## config.mk

```make
export PLATFORM = sky130hd
export DESIGN_NAME = button_conditioner
export DESIGN_NICKNAME = d
export VERILOG_FILES = /design/src/rtl/btn_pkg.sv /design/src/rtl/btn_debounce_cell.sv /design/src/rtl/button_conditioner.sv
export SDC_FILE = /design/constraint.sdc
export NUM_CORES = 1
export LEC_CHECK = 0
export BUFFER_PORTS_ARGS = -buffer_cell sky130_fd_sc_hd__buf_2
export CELL_PAD_IN_SITES_DETAIL_PLACEMENT = 1
export CELL_PAD_IN_SITES_GLOBAL_PLACEMENT = 2
export CORE_MARGIN = 3
export CORE_UTILIZATION = 38
export CTS_CLUSTER_DIAMETER = 120
export DETAILED_ROUTE_END_ITERATION = 8
export GPL_TIMING_DRIVEN = 0
export PLACE_DENSITY_LB_ADDON = 0.12
export SYNTH_ARGS = -nofsm -noshare
export SYNTH_HDL_FRONTEND = slang
export SYNTH_SLANG_ARGS = --single-unit
```

## constraint.sdc

```tcl
create_clock -name clk -period 2.7 [get_ports clk]
set_input_delay 0.135 -clock clk [delete_from_list [all_inputs] [get_ports clk]]
set_output_delay 0.135 -clock clk [all_outputs]
set_load 0.01 [all_outputs]
```

## src/rtl/btn_pkg.sv

```systemverilog
// Shared constants for the pushbutton conditioner: button indices, default widths and masks.
// Optional auto-repeat is enabled by defining BTN_AUTOREPEAT_EN.
package btn_pkg;

   localparam int unsigned NUM_BTN_DEF = 6;

   localparam int unsigned BTN_UP     = 0;
   localparam int unsigned BTN_DOWN   = 1;
   localparam int unsigned BTN_LEFT   = 2;
   localparam int unsigned BTN_RIGHT  = 3;
   localparam int unsigned BTN_ATTACK = 4;
   localparam int unsigned BTN_BLOCK  = 5;

   // Directions only are eligible for auto-repeat by default.
   localparam logic [NUM_BTN_DEF-1:0] REPEAT_MASK_DEF = 6'b001111;

   function automatic int unsigned max_u(input int unsigned a, input int unsigned b);
      return (a > b) ? a : b;
   endfunction

endpackage

```

## src/rtl/btn_debounce_cell.sv

```systemverilog
// One button: 2-flop synchroniser, debounce counter, press pulse, optional repeat timer.
// Repeat timer is only built when BTN_AUTOREPEAT_EN is defined.
module btn_debounce_cell
   import btn_pkg::*;
#(
   parameter int unsigned DEBOUNCE_CYCLES = 4
`ifdef BTN_AUTOREPEAT_EN
   , parameter int unsigned REPEAT_DELAY  = 10
   , parameter int unsigned REPEAT_PERIOD = 5
   , parameter bit          REPEAT_EN     = 1'b1
`endif
) (
   input  logic clk,
   input  logic rst_n,
   input  logic i_raw,
   output logic o_level,
   output logic o_press,
   output logic o_press_d_c
);

   localparam int unsigned CW = $clog2(DEBOUNCE_CYCLES + 1);

   logic          r_sync1;
   logic          r_sync2;
   logic          r_level;
   logic          r_press;
   logic [CW-1:0] r_cnt;

   logic w_diff;
   logic w_toggle;
   logic w_rise;
   logic w_rpt_fire;
   logic w_press_d;

   // Accept a change on the DEBOUNCE_CYCLES-th consecutive differing sample.
   always_comb begin
      w_diff    = r_sync2 ^ r_level;
      w_toggle  = w_diff && (r_cnt == CW'(DEBOUNCE_CYCLES - 1));
      w_rise    = w_toggle && !r_level;
      w_press_d = w_rise || w_rpt_fire;
   end

   always_ff @(posedge clk) begin
      if (!rst_n) begin
         r_sync1 <= 1'b0;
         r_sync2 <= 1'b0;
         r_cnt   <= '0;
         r_level <= 1'b0;
         r_press <= 1'b0;
      end else begin
         r_sync1 <= i_raw;
         r_sync2 <= r_sync1;
         if (!w_diff || w_toggle) begin
            r_cnt <= '0;
         end else begin
            r_cnt <= r_cnt + CW'(1);
         end
         if (w_toggle) begin
            r_level <= ~r_level;
         end
         r_press <= w_press_d;
      end
   end

`ifdef BTN_AUTOREPEAT_EN
   localparam int unsigned RW = $clog2(max_u(REPEAT_DELAY, REPEAT_PERIOD) + 1);

   logic [RW-1:0] r_rpt_cnt;
   logic          r_rpt_first;
   logic [RW-1:0] w_rpt_limit;

   // Timer counts from the accepted press; the release edge itself never fires.
   always_comb begin
      w_rpt_limit = r_rpt_first ? RW'(REPEAT_DELAY) : RW'(REPEAT_PERIOD);
      w_rpt_fire  = REPEAT_EN && r_level && !w_toggle &&
                    ((r_rpt_cnt + RW'(1)) == w_rpt_limit);
   end

   always_ff @(posedge clk) begin
      if (!rst_n) begin
         r_rpt_cnt   <= '0;
         r_rpt_first <= 1'b0;
      end else if (w_rise || !r_level) begin
         r_rpt_cnt   <= '0;
         r_rpt_first <= 1'b1;
      end else if (w_rpt_fire) begin
         r_rpt_cnt   <= '0;
         r_rpt_first <= 1'b0;
      end else begin
         r_rpt_cnt   <= r_rpt_cnt + RW'(1);
      end
   end
`else
   assign w_rpt_fire = 1'b0;
`endif

   assign o_level     = r_level;
   assign o_press     = r_press;
   assign o_press_d_c = w_press_d;

endmodule

```

## src/rtl/button_conditioner.sv

```systemverilog
// Debounces the raw pushbuttons into clean levels and single-cycle press pulses.
// Define BTN_AUTOREPEAT_EN to regenerate press pulses while masked buttons are held.
module button_conditioner
   import btn_pkg::*;
#(
   parameter int unsigned         NUM_BTN         = NUM_BTN_DEF,
   parameter int unsigned         DEBOUNCE_CYCLES = 4,
   parameter int unsigned         REPEAT_DELAY    = 10,
   parameter int unsigned         REPEAT_PERIOD   = 5,
   parameter logic [NUM_BTN-1:0]  REPEAT_MASK     = NUM_BTN'(REPEAT_MASK_DEF)
) (
   input  logic               clk,
   input  logic               rst_n,
   input  logic [NUM_BTN-1:0] btn_raw,
   output logic [NUM_BTN-1:0] btn_level,
   output logic [NUM_BTN-1:0] btn_press,
   output logic               any_press
);

   // Reject configurations the cells cannot implement.
   if (NUM_BTN < 1 || DEBOUNCE_CYCLES < 1 || REPEAT_DELAY < 1 || REPEAT_PERIOD < 1 ||
       $bits(REPEAT_MASK) != NUM_BTN) begin : g_bad_cfg
      $error("button_conditioner: illegal parameter configuration");
   end

   logic [NUM_BTN-1:0] w_press_d;
   logic               r_any_press;

   for (genvar gi = 0; gi < NUM_BTN; gi++) begin : g_btn
      btn_debounce_cell #(
         .DEBOUNCE_CYCLES (DEBOUNCE_CYCLES)
`ifdef BTN_AUTOREPEAT_EN
         , .REPEAT_DELAY  (REPEAT_DELAY)
         , .REPEAT_PERIOD (REPEAT_PERIOD)
         , .REPEAT_EN     (REPEAT_MASK[gi])
`endif
      ) u_cell (
         .clk         (clk),
         .rst_n       (rst_n),
         .i_raw       (btn_raw[gi]),
         .o_level     (btn_level[gi]),
         .o_press     (btn_press[gi]),
         .o_press_d_c (w_press_d[gi])
      );
   end

   // Registered from the cells' next-press terms so it lines up with btn_press.
   always_ff @(posedge clk) begin
      if (!rst_n) begin
         r_any_press <= 1'b0;
      end else begin
         r_any_press <= |w_press_d;
      end
   end

   assign any_press = r_any_press;

endmodule

```

==> results by stage, run 1 <==
Outcome:
- The flow ran to the end, and the final reports show no timing, DRC or antenna violations.

Pwr:
- The total net switching power is 212.1 uW.
- The total power divided by cell area is 574.3 mW/mm^2.
- The static power due to leakage is 0.8360 nW.
- Per report_power, the combinational group accounts for 2.7% of the total.
- In this run switching power makes up 20.31% of total power.
- The clock network fraction of total power is 35.0%.
- Internal power comes to 832.0 uW.
- The sequential power share is 62.2%.
- The maximum vdd drop is 0.3122 mV.

STA:
- For the pin with the worst max-slew slack, the measured transition is 0.3685 ns.
- The maximum clock frequency is 748.2 MHz.
- The hold violation count in the final report is 0.
- Between clock sinks in the finished design, the worst skew comes to 0.004289 ns.
- The max-slew violation count is 0.
- The post-route minimum period is 1.336 ns.
- Setup total negative slack on the finished layout was measured at 0 ns.
- In this run the tightest slew margin relative to its limit is 75.43%.
- Setup violations remaining at the end of the flow were counted as 0.
- The final critical path takes up 49.50% of the cycle.
- Setup repair after global routing left no endpoint under its margin.
- The worst hold margin is 0.04869 ns.

Setup path:
- The number of cells on the worst reg-to-reg path is 5.
- The start of the worst register-to-register path is g_btn[3].u_cell.r_cnt[0].
- STA puts the critical path data required time at 2.88 ns.
- The reg-to-reg endpoint is any_press.
- The cell type group with the largest total delay on the critical path is adder cells.
- The critical path's slowest cell is sky130_fd_sc_hd__dfxtp_1.
- The reg-to-reg setup timing slack is 1.36 ns.
- The count of buffer and inverter cells on the critical path is 0.
- The most numerous cell type found on the critical path is sky130_fd_sc_hd__ha_1.
- The critical path goes through ha_1 > ha_1 > nand2_1 > o22ai_1 > o31a_1.
- The signal arrival time at the worst endpoint is 1.52 ns.
- The worst setup path is launched from a register.
- In this run the worst path has a maximum fanout of 3.
- By startpoint and endpoint, the worst setup path is classified as register to register.
- The largest single stage delay on the critical path is 0.32 ns.
- STA classifies the critical path endpoint as a register.

Floorplan:
- The die is 70.59 um tall.
- In this run the horizontal extent of the chip is 70.59 um.
- The effective utilization at floorplan is 41.43%.
- The core box area is 0.003826 mm^2.
- The number of core rows is 22.
- The total die area is 0.004983 mm^2.
- The count of pins on the block boundary is 21.

Global route:
- The initial antenna violation count was 0.
- The first global-routing pass estimated 4464 um of wire.
- The maximum number of pins on one net before global-route repair is 12.
- In the global route stage, overall resource usage came out at 11.76%.
- The via count of the first global-routing pass is 1068.
- The global route total overflow is 0.

Finish:
- The register area is 860.8 um^2.
- Summing all multi-input logic gate instances after layout gives 575.6 um^2.
- The post-layout net count is 199.
- The synthesis-to-finish area growth is 14.68%.
- The number of antenna cells inserted is 0.
- The final instance area is 0.001818 mm^2.
- The fraction of final layout cells sized beyond drive strength 1 is 21.91%.
- Fill cells in the final layout number 427.

Clock tree:
- Clock tree synthesis selected as its root buffer the cell sky130_fd_sc_hd__clkbuf_8.
- The count of hold buffers inserted by post-cts repair is 0.
- Clock tree synthesis inserted a total of 5 buffers.
- The clock-pin transition on the worst setup and hold timing paths is 0.07 ns.
- The number of sinks on the clock net is 43.
- The number of H-tree levels is 2.
- The clock latency on the worst-skew pair is 0.29 ns.
- The longest clock path from root to sink contains 2 buffers.
- The number of setup buffers added after CTS is 0.
- TritonCTS built the clock tree.
- The total of cells resized after clock tree synthesis is 0.

Placement:
- Input and output buffers added on the ports amount to 20.
- The instance area at placement is 0.001745 mm^2.
- The detailed placement HPWL is 1900 um.
- The final weighted congestion of routability-driven global placement is 0.6901.

Route:
- The detailed router finished its first iteration with 22 violations.
- In the routed layout, each cell is associated on average with a via count of 4.438.
- In the routed design, unresolved DRC markers number 0.
- The via count of the routed design is 1003.
- The number of iterations in the first detailed-routing pass is 2.
- The total detailed-routing wirelength is 2546 um.
- The detail route stage leaves a number of antenna-violating nets equal to 0.
- In the final routed layout, each cell accounts on average for 11.27 um.

Logic synthesis:
- After synthesis, the mean cell area works out to 10.43 um^2.
- The post-synth design cell area is 0.001585 mm^2.
- For this run, the number of Yosys warnings is 0.
- The synthesized instance count is 152.
- The number of nets in the synthesized netlist is 172.
- Counting flops and latches in the post-synthesis netlist gives 43.
- The share of the Yosys chip area taken by registers is 54.30%.
- The number of different library cells used by synthesis comes to 17.

Flow run:
- Across the run, the number of max-cap violations was 0.

Min path:
- The critical hold path startpoint is btn_raw[1].
- The tightest min-delay check is of the input port to register type.
- The hold-critical path endpoint is g_btn[1].u_cell.r_sync1.
- The count of cells along the worst hold path is 2.
## cell usage in the layout (no fill, tap or decap), types with 12 or more instances in the layout
master and n:
sky130_fd_sc_hd__buf_4 12, sky130_fd_sc_hd__nor2_1 18, sky130_fd_sc_hd__inv_1 12, sky130_fd_sc_hd__and2_1 12, sky130_fd_sc_hd__dfxtp_1 43, sky130_fd_sc_hd__ha_1 12, sky130_fd_sc_hd__buf_2 21
## cells by family (layout without fill, tap and decap cells)
group / count (synthesis) / in the layout / share of synthesized area (%)
AOI/OAI and AO/OA: 10 / 10 / 4.578
adders and majority gates: 12 / 12 / 9.471
and+or+nand+nor: 54 / 54 / 18.94
buffers and inverters: 27 / 53 / 9.391
xor gates and xnor gates: 6 / 6 / 3.315
DFF: 43 / 43 / 54.30
## state kept, by name, summed over array words and instances, names as in the netlist
signal	cells
g_btn.u_cell.r_cnt	18
g_btn.u_cell.o_level	6
g_btn.u_cell.o_press	6
g_btn.u_cell.r_sync1	6
g_btn.u_cell.r_sync2	6
any_press	1
## per-stage QoR
| stage | std cells | setup WS, ns | utilization [%] | power (mW) |
|---|---|---|---|---|
| finish | 226 | 1.364 | 47.51 | 1.044 |
| global route | 226 | 1.271 | 47.51 | 1.094 |
| CTS | 226 | 1.338 | 47.51 | 1.060 |
| detailed placement | 220 | 1.347 | 45.62 | 0.6945 |
| global placement | 220 | 1.384 | 45.62 | 0.6921 |
| floorplan | 152 | 1.477 | - | 0.6819 |
## cells in the mapped netlist
cell | n | area, um^2
sky130_fd_sc_hd__buf_2 | 1 | 5.000
sky130_fd_sc_hd__a21boi_0 | 6 | 45.04
sky130_fd_sc_hd__o31a_1 | 1 | 8.760
sky130_fd_sc_hd__ha_1 | 12 | 150.1
sky130_fd_sc_hd__nor2_1 | 18 | 67.56
sky130_fd_sc_hd__nand2_1 | 6 | 22.52
sky130_fd_sc_hd__clkbuf_2 | 1 | 5.000
sky130_fd_sc_hd__nand3b_1 | 6 | 45.04
sky130_fd_sc_hd__xor2_1 | 6 | 52.55
sky130_fd_sc_hd__nor3b_1 | 6 | 45.04
sky130_fd_sc_hd__dfxtp_1 | 43 | 860.8
sky130_fd_sc_hd__o22ai_1 | 3 | 18.77
sky130_fd_sc_hd__clkbuf_1 | 1 | 3.750
sky130_fd_sc_hd__and2_1 | 12 | 75.07
sky130_fd_sc_hd__inv_1 | 12 | 45.04
sky130_fd_sc_hd__buf_4 | 12 | 90.09
sky130_fd_sc_hd__or2b_1 | 6 | 45.04
## how the worst max path moves through the flow
stage | startpoint | end | slack, ns | cells past startpoint
finish | g_btn[3].u_cell.r_cnt[0] | any_press | 1.36 | 5
global route | g_btn[0].u_cell.r_cnt[0] | any_press | 1.27 | 5
CTS | g_btn[3].u_cell.r_cnt[0] | any_press | 1.34 | 5
detailed placement | g_btn[3].u_cell.r_cnt[0] | any_press | 1.35 | 5
global placement | g_btn[3].u_cell.r_cnt[0] | any_press | 1.38 | 5
floorplan | g_btn[0].u_cell.r_cnt[0] | any_press | 1.48 | 5
## routing by layer
metal  vias to the layer above  GRT usage [%]  share of wire [%]
met4                         0          8.142                3.1
met2                        14          18.92                 49
met5                         -              0                  0
met1                       458          13.44                 45
li1                        523              -                  -
met3                         8          3.409                3.4
## power groups by stage
stage               registers (mW)  clock network [mW]  logic (mW)
floorplan                    0.663                   0      0.0186
global route                 0.651               0.410      0.0336
CTS                          0.650               0.381      0.0300
finish                       0.650               0.366      0.0286
detailed placement           0.665                   0      0.0299
global placement             0.664                   0      0.0282
## final cells by class
type | instances | share of cell area (%)
Sequential cell | 43 | 47.35
Multi-Input combinational cell | 82 | 31.66
Buffer | 15 | 5.712
Timing Repair Buffer | 20 | 5.506
Clock buffer | 6 | 3.992
Tap cell | 48 | 3.304
Inverter | 12 | 2.478
## worst register-to-register path, stage by stage, from the launching register on
cell and delay [ns]:
sky130_fd_sc_hd__dfxtp_1 0.32, sky130_fd_sc_hd__ha_1 0.20, sky130_fd_sc_hd__ha_1 0.21, sky130_fd_sc_hd__nand2_1 0.11, sky130_fd_sc_hd__o22ai_1 0.10, sky130_fd_sc_hd__o31a_1 0.29
Note: power is estimated with default switching activity, not from simulation.
==> inputs of run 2 (changes only) <==
--- a/config.mk
+++ b/config.mk
@@ -9,7 +9,7 @@
 export CELL_PAD_IN_SITES_DETAIL_PLACEMENT = 1
 export CELL_PAD_IN_SITES_GLOBAL_PLACEMENT = 2
 export CORE_MARGIN = 3
-export CORE_UTILIZATION = 38
+export CORE_UTILIZATION = 32
 export CTS_CLUSTER_DIAMETER = 120
 export DETAILED_ROUTE_END_ITERATION = 8
 export GPL_TIMING_DRIVEN = 0
==> constraint.sdc (replaced) <==
create_clock -name clk -period 1.1 [get_ports clk]
set_input_delay 0.055 -clock clk [delete_from_list [all_inputs] [get_ports clk]]
set_output_delay 0.055 -clock clk [all_outputs]
set_load 0.01 [all_outputs]
==> results by stage, run 2 (synthesized netlist as in run 1, its figures left out) <==
STA:
- The final critical path takes up 108.1% of the cycle.
- Across the routed clock network, the largest skew measured is 0.003407 ns.
- The max-slew violation count is 0.
- The headroom to the max-slew limit is 78.08%.
- Hold is met by 0.09836 ns.
- For the pin with the worst max-slew slack, the measured transition is 0.3288 ns.
- Setup repair after global routing could not meet its margin everywhere.
- The final worst slack is -0.08964 ns.
- The routed design could run at a clock period as short as 1.190 ns.
- The hold violation count in the final report is 0.
- The maximum clock frequency is 840.6 MHz.
- Setup violations remaining at the end of the flow were counted as 1.
- The setup TNS after final layout is -0.08964 ns.

Min path:
- Counting instances, the worst hold path has a depth of 3.
- The min-delay analysis places its worst path in the category input port to register.

Route:
- The total detailed-routing wirelength is 2672 um.
- The detailed router finished its first iteration with 11 violations.
- The average wire length per cell after detail routing is 10.52 um.
- The total DRC errors in the routed layout is 0.
- The number of antenna-violating nets in the routed design is 0.
- The number of iterations in the first detailed-routing pass is 4.
- In the routed layout, each cell is associated on average with a via count of 4.177.
- Detailed routing inserted a total of 1061 vias.

Floorplan:
- The horizontal die dimension is 76.39 um.
- Measured along the y axis, the die boundary spans 76.39 um.
- The total die area is 0.005835 mm^2.
- 21 I/O pins were placed.
- In this run the core area contains 24 standard-cell rows.
- The total area inside the core boundary comes to 0.004564 mm^2.
- The effective utilization at floorplan is 34.73%.

Setup path:
- The startpoint-to-endpoint class of the critical path is register to register.
- The kind of end point of the critical path is a register.
- STA classifies the critical path startpoint as a register.
- The critical-path maximum fanout is 3.
- The number of cells on the worst reg-to-reg path is 5.
- Data on the critical path is required at its endpoint by 1.28 ns.
- STA puts the critical path data arrival time at 1.37 ns.

Finish:
- The register area is 874.6 um^2.
- The synthesis-to-finish area growth is 37.73%.
- The top cell types in the final layout, fill and taps aside, are 32 x sky130_fd_sc_hd__dfxtp_1, 21 x sky130_fd_sc_hd__buf_2, 18 x sky130_fd_sc_hd__nor2_1.
- Leaving out fill and tap cells, the most frequent cell in the layout is sky130_fd_sc_hd__dfxtp_1.
- The number of antenna cells inserted is 0.
- For this run, the post-layout net count is 208.
- The register with the most flip-flops in the layout has 18 of them.
- The fraction of final layout cells sized beyond drive strength 1 is 40.74%.
- The final instance area is 0.002183 mm^2.
- g_btn.u_cell.r_cnt holds more flip-flops than any other register.
- The number of filler cells placed in the layout is 510.
- For this run, the share of the core covered by cells in the final layout is 47.83%.
- In the final layout, the multi-input gates occupy 795.8 um^2.

Clock tree:
- The H-tree was split into 2 levels.
- Counting every sink on the clock net gives 43.
- The tree is rooted in a sky130_fd_sc_hd__clkbuf_8.
- The clock latency on the worst-skew pair is 0.29 ns.
- The deepest clock path buffer count is 2.
- In this run, CTS created clock tree buffers numbering 5.
- After clock tree synthesis, the clock-pin slew on the worst setup and hold paths is 0.08 ns.
- TritonCTS built the clock tree.

Placement:
- Timing analysis after detailed placement gives a worst setup slack of -0.1245 ns.
- In this run the cell area measured after placement is 0.001884 mm^2.
- The congestion estimate from routability-driven global placement came to 0.6802.
- Buffers placed on the I/O ports in this run total 20.
- The detailed placement HPWL is 1970 um.

Global route:
- For this run the aggregate overflow at the end of global routing stands at 0.
- The initial antenna violation count is 0.
- The maximum number of pins on one net before global-route repair is 13.
- The global-route wire length before repair is 4767 um.
- The via count of the first global-routing pass was 1109.
- Across every metal layer, demand over resource in global routing totals 10.37%.

Flow run:
- The max-capacitance violation count is 0.

Pwr:
- The total power divided by cell area is 1263 mW/mm^2.
- The static power due to leakage is 0.9693 nW.
- The maximum vdd drop is 0.6419 mV.

Outcome:
- The run finished, with violations left.
- The final reports fail on negative setup slack.
[run 2: cell count changes in the layout (fill, tap and decap cells not counted), sizes merged]
cell and delta:
dlygate4sd3 +6, buf +3, clkbuf +2
[run 2: stage by stage]
stage	power (mW)	std cells
3_5_place_dp	1.708	237
5_1_grt	2.894	254
2_1_floorplan	1.676	152
6_report	2.758	254
3_3_place_gp	1.703	237
4_1_cts	2.802	253
[run 2: worst max-delay path, stage by stage (launching register included)]
cell                      delay (ns)
sky130_fd_sc_hd__dfxtp_2        0.34
sky130_fd_sc_hd__ha_4           0.16
sky130_fd_sc_hd__ha_4           0.16
sky130_fd_sc_hd__nand2_2        0.06
sky130_fd_sc_hd__o22ai_2        0.07
sky130_fd_sc_hd__o31a_1         0.30
[run 2: per-layer routing]
metal  up-vias  wire length (um)  share of wire, %  track usage (%)
met4         0                47               1.8            4.348
met2        18              1326                50            17.84
li1        538                 -                 -                -
met3         4                99               3.7            4.374
met5         -                 0                 0                0
met1       501              1199                45            11.14
[run 2: power breakdown]
part	internal [mW]	total [mW]	switching, mW
registers	1.58	1.60	0.0183
clock network	0.573	1.07	0.493
logic	0.0533	0.0907	0.0374
[run 2: worst paths after layout]
| kind | from | end | slack, ns |
|---|---|---|---|
| setup / recovery | g_btn[5].u_cell.r_cnt[0] | any_press | -0.09 |
| hold / removal | rst_n | g_btn[5].u_cell.r_cnt[0] | 0.1 |
| setup reg to reg | g_btn[5].u_cell.r_cnt[0] | any_press | -0.09 |
| hold reg to reg | g_btn[0].u_cell.r_cnt[0] | g_btn[0].u_cell.r_cnt[0] | 0.43 |
[run 2: layout make-up]
cell class                      instances  area share, %
Sequential cell                        43          40.06
Tap cell                               65          3.725
Inverter                               12          2.063
Clock buffer                            8          4.585
Buffer                                 15          4.756
Multi-Input combinational cell         82          36.45
Timing Repair Buffer                   29          8.367
[run 2: what timing repair did]
item / CTS / global route
endpoints found under the setup margin: 3 / 19
resized for setup: 16 / 13
endpoints found under the hold margin: 6 / 0
setup buffers: 2 / 1
hold buffers: 6 / 0
pin swaps: 3 / 8
